==> config.mk <==
export PLATFORM = sky130hd
export DESIGN_NAME = sram_mem_controller
export DESIGN_NICKNAME = d
export VERILOG_FILES = /design/src/rtl/sram_mem_controller.sv
export SDC_FILE = /design/constraint.sdc
export NUM_CORES = 1
export LEC_CHECK = 0
export ABC_CLOCK_PERIOD_IN_PS = 3000
export CORE_MARGIN = 5
export CORE_UTILIZATION = 36
export DETAILED_ROUTE_END_ITERATION = 12
export HOLD_SLACK_MARGIN = 0.12
export PLACE_DENSITY = 0.95
export SLEW_MARGIN = 20
export SYNTH_ARGS = -nofsm -noshare
export SYNTH_HDL_FRONTEND = slang
export SYNTH_SLANG_ARGS = --single-unit
export TNS_END_PERCENT = 1
==> constraint.sdc <==
create_clock -name clk -period 3 [get_ports clk]
set_input_delay 0.6 -clock clk [delete_from_list [all_inputs] [get_ports clk]]
set_output_delay 0.6 -clock clk [all_outputs]
set_load 0.03 [all_outputs]
==> src/rtl/sram_mem_controller.sv <==
// Bridges the MEM stage 32-bit word port to a 16-bit asynchronous SRAM.
// Each word takes two half-accesses (low half first) and stalls the pipeline via ready.
module sram_mem_controller #(
    parameter int unsigned BASE_ADDR   = 1024,
    parameter int unsigned WAIT_CYCLES = 1
) (
    input  logic        clk,
    input  logic        rst,
    input  logic        wr_en,
    input  logic        rd_en,
    input  logic [31:0] address,
    input  logic [31:0] write_data,
    output logic [31:0] read_data,
    output logic        ready,
    output logic [17:0] sram_addr,
    output logic [15:0] sram_dq_out,
    output logic        sram_dq_oe,
    input  logic [15:0] sram_dq_in,
    output logic        sram_ce_n,
    output logic        sram_oe_n,
    output logic        sram_we_n,
    output logic        sram_ub_n,
    output logic        sram_lb_n
);

    localparam int CW = (WAIT_CYCLES < 4) ? 2 : $clog2(WAIT_CYCLES + 1);

    typedef enum logic [1:0] {
        S_IDLE,
        S_LO,
        S_HI,
        S_DONE
    } state_t;

    state_t          state_q, state_d;
    logic [CW-1:0]   cnt_q, cnt_d;
    logic            wr_q, wr_d;
    logic [31:0]     rdata_q, rdata_d;
    logic [16:0]     word_idx;
    logic            req;
    logic            last;
    logic            hi;

    assign word_idx  = 17'((address - 32'(BASE_ADDR)) >> 2);
    assign req       = wr_en | rd_en;
    assign last      = (cnt_q == CW'(WAIT_CYCLES));
    assign hi        = (state_q == S_HI);
    assign read_data = rdata_q;

    always_ff @(posedge clk or posedge rst) begin
        if (rst) begin
            state_q <= S_IDLE;
            cnt_q   <= '0;
            wr_q    <= 1'b0;
            rdata_q <= '0;
        end else begin
            state_q <= state_d;
            cnt_q   <= cnt_d;
            wr_q    <= wr_d;
            rdata_q <= rdata_d;
        end
    end

    always_comb begin
        state_d     = state_q;
        cnt_d       = cnt_q;
        wr_d        = wr_q;
        rdata_d     = rdata_q;
        ready       = 1'b0;
        sram_addr   = '0;
        sram_dq_out = '0;
        sram_dq_oe  = 1'b0;
        sram_ce_n   = 1'b1;
        sram_oe_n   = 1'b1;
        sram_we_n   = 1'b1;
        sram_ub_n   = 1'b1;
        sram_lb_n   = 1'b1;
        unique case (state_q)
            S_IDLE: begin
                ready = ~req;
                if (req) begin
                    wr_d    = wr_en;
                    cnt_d   = '0;
                    state_d = S_LO;
                end
            end
            S_LO, S_HI: begin
                sram_ce_n = 1'b0;
                sram_ub_n = 1'b0;
                sram_lb_n = 1'b0;
                sram_addr = {word_idx, hi};
                if (wr_q) begin
                    sram_dq_oe  = 1'b1;
                    sram_dq_out = hi ? write_data[31:16] : write_data[15:0];
                    // release we_n one cycle early so the address is stable on its rising edge
                    sram_we_n   = last;
                end else begin
                    sram_oe_n = 1'b0;
                end
                if (last) begin
                    cnt_d   = '0;
                    state_d = hi ? S_DONE : S_HI;
                    if (!wr_q) begin
                        if (hi) rdata_d[31:16] = sram_dq_in;
                        else    rdata_d[15:0]  = sram_dq_in;
                    end
                end else begin
                    cnt_d = cnt_q + 1'b1;
                end
            end
            S_DONE: begin
                ready   = 1'b1;
                state_d = S_IDLE;
            end
        endcase
    end

endmodule

# [Word-level counts from Yosys, hierarchy flattened]
# Index checks and enable logic that the tools add are counted.
[totals] reg_bits=37 input_bits=84 output_inout_bits=73 word_cells=43
[classes] add_sub_neg=2 n_eq_ne=6 mux=18 n_bitwise=4 n_reduce_logical=8
[ops] cell="2-to-1 mux 16 bit" count=3
[ops] cell="subtractor 19 x 11 -> 19 bit, second input constant" count=1
[ops] cell="2-to-1 mux 18 bit" count=1
[ops] cell="2-to-1 mux 2 bit" count=4
[ops] cell="AND reduction 4 bit" count=2
[ops] cell="2-to-1 mux 1 bit" count=7
[ops] cell="case mux 2 bit (3 select lines)" count=1
[ops] cell="AND reduction 2 bit" count=3
[ops] cell="== test 2 x 1 -> 1 bit, second input constant" count=2
[ops] cell="== test 2 bit, second input constant" count=2
[ops] cell="!= test 2 bit, second input constant" count=2
[ops] cell="case mux 2 bit (2 select lines)" count=1
[ops] cell="NOT 1 bit" count=3
[ops] cell="adder 2 x 1 -> 2 bit, second input constant" count=1
[ops] cell="zero test 2 bit" count=1
[ops] cell="case mux 1 bit (2 select lines)" count=1
[ops] cell="nonzero test 2 bit" count=1
[ops] cell="OR reduction 2 bit" count=1
[ops] cell="OR 1 bit" count=1

# [Logic depth before layout (Yosys ltp)]
[logic_depth] ltp_word=4 ltp_mapped=6 depth_no_buf=5

# [Least setup slack after synthesis]
# OpenSTA, ideal clock, no wires.
[synth_timing] path_kind="input port to output port" startpoint="in address[10]" endpoint="out sram_addr[16]" t_arrival_ns=1.974 t_required_ns=2.400 path_slack_ns=0.426 stages=3 path_buffers=0 cell_sequence="or4_4 > nor4_1 > mux2i_1"
[synth_via] elab_chain_cells=2
[synth_rtl] item="start: declaration" line="11" rtl="input logic [31:0] address,"
[synth_rtl] item="subtractor 19 x 11 -> 19 bit" line="44" rtl="assign word_idx = 17'((address - 32'(BASE_ADDR)) >> 2);"
[synth_rtl] item="2-to-1 mux 18 bit" line="78" rtl="unique case (state_q)"
[synth_rtl] item="end: declaration" line="15" rtl="output logic [17:0] sram_addr,"
# Every way passes these cells.

# [Final worst setup path]
[layout_timing] startpoint="in address[10]" endpoint="out sram_addr[14]"
# The elaborated chain is that of the path after synthesis.

==> insert_results.sql <==
INSERT INTO impl_metrics (metric_group, metric, value, unit) VALUES
('yosys', 'synth.cell_area', '2020', 'sq um'),
('grt', 'global_route.usage.met1', '17.1', '%'),
('grt', 'met2_usage', '32.9', '%'),
('timing', 'rsz_0062_raised_after_global_routing', 'no', ''),
('yosys', 'yosysSeqAreaShare', '45.8', '%'),
('detailed_routing', 'drc_violation_count_after_routing', '0', ''),
('yosys', 'synth_cell_type_count', '33', ''),
('yosys', 'post_synth_inst_count', '178', ''),
('cts', 'cts_setup_buffers', '0', ''),
('timing', 'final_period_minus_worst_setup_slack', '2.91', 'ns'),
('cells_and_area', 'fin_util', '66.2', '%'),
('yosys', 'synth.top_cells.by_area', 'sky130_fd_sc_hd__dfrtp_1 (46%), sky130_fd_sc_hd__mux2_2 (18%), sky130_fd_sc_hd__mux2i_1 (9.9%)', ''),
('timing', 'worst_slew_margin', '65.2', '%'),
('cts', 'max-clock-path-buffers', '2', ''),
('cts', 'cts_max_level', '2', ''),
('yosys', 'ys_async_sr_fraction', '100', '%'),
('worst_setup_path', 'cp.required', '2.40', 'ns'),
('cts', 'clkTransAtPathRegs', '0.07', 'ns'),
('detailed_routing', 'firstDrtPassIters', '4', ''),
('timing', 'skew', '0.00485', 'ns'),
('worst_setup_path', 'critical_path.startpoint', 'address[10]', ''),
('worst_setup_path', 'worst_setup_path_end_kind', 'primary output', ''),
('outcome', 'result_of_the_run', 'completed', ''),
('worst_setup_path', 'worst_r2r_path_depth', '6', ''),
('timing', 'final_hold_viol_count', '0', ''),
('worst_setup_path', 'r2r_slack', '1.04', 'ns'),
('power', 'leakage', '1.48', 'nW'),
('grt', 'globalRoute.busiestLayer', 'met2', ''),
('die', 'io_pins', '157', ''),
('detailed_routing', 'ant_nets', '0', ''),
('worst_setup_path', 'worst-setup-path-type', 'in -> out', ''),
('cells_and_area', 'fillerInstances', '426', ''),
('detailed_routing', 'routed-via-count', '1894', ''),
('cts', 'clock_insertion_delay_worst_skew', '0.29', 'ns'),
('yosys', 'synth_enable_flop_cells', '0', ''),
('worst_setup_path', 'r2r_start', 'state_q[0]', ''),
('cts', 'clockRootBuffer', 'sky130_fd_sc_hd__clkbuf_8', ''),
('worst_setup_path', 'crit-reg2reg-capture', 'read_data[29]', ''),
('worst_setup_path', 'max_stage_delay', '0.59', 'ns'),
('die', 'row_count', '27', ''),
('power', 'vdd_ir_drop_max', '0.730', 'mV'),
('timing', 'worst_pin_slew', '0.522', 'ns'),
('grt', 'global_route.usage.met3', '7.28', '%'),
('cells_and_area', 'post_route_cells_drive_above_1_share', '19.3', '%'),
('timing', 'timing.final.max_slew_violations', '0', ''),
('worst_setup_path', 'cp_data_arrival_time', '2.31', 'ns'),
('grt', 'first_global_vias', '1997', ''),
('yosys', 'yosysTopAreaCell', 'sky130_fd_sc_hd__dfrtp_1', ''),
('placed_design', 'io_buffer_count', '141', ''),
('worst_setup_path', 'critical-path-slowest-cell', 'sky130_fd_sc_hd__or4_4', ''),
('yosys', 'postSynthAreaPerCell', '11.4', 'sq um'),
('worst_setup_path', 'crit_path_start_kind', 'input pin', ''),
('timing', 'min_period_over_period', '97.1', '%'),
('cells_and_area', 'final_nets', '413', ''),
('yosys', 'synthesis.nets', '266', ''),
('yosys', 'yosysWarnings', '0', ''),
('placed_design', 'dpl.cell_count', '390', ''),
('die', 'floorplan.die_area', '7220', 'sq um'),
('worst_setup_path', 'cp-endpoint', 'sram_addr[14]', ''),
('yosys', 'yosys_register_bits', '37', ''),
('timing', 'timing.setup.tns', '0', 'ns'),
('worst_setup_path', 'crit_fanout', '4', ''),
('timing', 'count_of_final_setup_violators', '0', ''),
('detailed_routing', 'routed_wire_length', '6440', 'um'),
('cells_and_area', 'areaGrowthSynthToFinish', '79.0', '%'),
('die', 'floorplan.initialDensity', '37.0', '%'),
('grt', 'grt.total_usage', '17.4', '%'),
('placed_design', 'gp_congestion', '0.799', ''),
('detailed_routing', 'number_of_drc_violations_after_detailed_routing_iteration_0', '40', ''),
('cts', 'clock_tree_sinks', '37', ''),
('die', 'dieWidth', '85.0', 'um');
[critical path, delay by kind of cell]
kind / cells / cell delay (ns)
simple gates: 2 / 0.91
buf+inv: 2 / 0.65
compound gates: 1 / 0.15
[Yosys cell counts, types with 2 or more instances]
cell type	number
sky130_fd_sc_hd__buf_4	2
sky130_fd_sc_hd__inv_1	6
sky130_fd_sc_hd__o21ai_0	3
sky130_fd_sc_hd__dfrtp_1	37
sky130_fd_sc_hd__and2_1	8
sky130_fd_sc_hd__nand2_1	7
sky130_fd_sc_hd__o31ai_1	2
sky130_fd_sc_hd__ha_1	4
sky130_fd_sc_hd__nor2_1	25
sky130_fd_sc_hd__mux2i_1	20
sky130_fd_sc_hd__o21a_1	2
sky130_fd_sc_hd__buf_2	3
sky130_fd_sc_hd__mux2_2	32
sky130_fd_sc_hd__xnor2_1	2
sky130_fd_sc_hd__a21oi_1	2
sky130_fd_sc_hd__nand2b_1	4
sky130_fd_sc_hd__clkbuf_1	2
sky130_fd_sc_hd__buf_6	2
[power breakdown]
part / switching, mW / total, mW / internal, mW
Clock: 0.170 / 0.441 / 0.271
Combinational: 1.82 / 3.21 / 1.38
Sequential: 0.140 / 0.894 / 0.753
Total: 2.13 / 4.54 / 2.41
[how the worst min path moves through the flow]
stage,from,to,cells after the start,slack (ns)
detailed placement,cnt_q[1],cnt_q[1],1,0.49
global placement,cnt_q[1],cnt_q[1],1,0.48
CTS,cnt_q[1],cnt_q[1],1,0.50
global route,read_data[6],read_data[6],1,0.52
finish,cnt_q[1],cnt_q[1],1,0.50
floorplan,cnt_q[1],cnt_q[1],1,0.46
[metrics by stage]
stage	power [mW]	setup slack (ns)	hold WS (ns)	area (sq um)
floorplan	2.84	0.426	0.462	2020
global placement	4.06	0.119	0.483	3500
detailed placement	4.14	0.0699	0.485	3500
CTS	4.60	0.0571	0.500	3620
global route	4.79	0.00754	0.518	3620
finish	4.54	0.0869	0.496	3620
[final cells by class]
class | instances | area [sq um] | share of cell area [%]
timing repair buffer | 149 | 1450 | 39.9
multi-input combinational | 125 | 1020 | 28.1
sequential | 37 | 926 | 25.6
tap | 72 | 90.1 | 2.49
clock buffer | 7 | 86.3 | 2.38
clock inverter | 1 | 30.0 | 0.829
inverter | 7 | 26.3 | 0.725
[layout by cell type, fill, tap and decap left out, types with 2 or more instances in the layout]
| master | n |
|---|---|
| sky130_fd_sc_hd__and2_1 | 8 |
| sky130_fd_sc_hd__buf_4 | 18 |
| sky130_fd_sc_hd__nand2_1 | 7 |
| sky130_fd_sc_hd__nor2_1 | 25 |
| sky130_fd_sc_hd__nand2b_1 | 4 |
| sky130_fd_sc_hd__clkbuf_8 | 6 |
| sky130_fd_sc_hd__o21ai_0 | 3 |
| sky130_fd_sc_hd__o31ai_1 | 2 |
| sky130_fd_sc_hd__o21a_1 | 2 |
| sky130_fd_sc_hd__ha_1 | 4 |
| sky130_fd_sc_hd__clkdlybuf4s50_1 | 131 |
| sky130_fd_sc_hd__a21oi_1 | 2 |
| sky130_fd_sc_hd__xnor2_1 | 2 |
| sky130_fd_sc_hd__dfrtp_1 | 37 |
| sky130_fd_sc_hd__inv_1 | 6 |
| sky130_fd_sc_hd__mux2_2 | 32 |
| sky130_fd_sc_hd__mux2i_1 | 20 |
[sequential cells by signal, indices dropped and copies added, names as in the netlist]
name / count
wr_q: 1
state_q: 2
cnt_q: 2
read_data: 32
[logic make-up (layout without fill, tap and decap cells)]
logic type / Yosys count / count (layout) / synth area share (%)
mux: 52 / 52 / 27.7
fa+ha+maj: 4 / 4 / 2.47
flops: 37 / 37 / 45.8
simple gates: 55 / 55 / 14.8
compound gates: 12 / 12 / 4.08
xor+xnor: 2 / 2 / 0.866
buf+inv: 16 / 164 / 4.27
[layer usage]
layer / part of all wire [%] / up-vias
met5: 0 / -
met4: 1.6 / 0
met3: 8.4 / 9
met2: 55 / 59
met1: 35 / 923
li1: - / 903
[timing repair]
item,in CTS,in global routing
resized for setup,0,1
setup endpoints to repair,0,1
hold buffers,0,0
(Power assumes the default switching activity.)
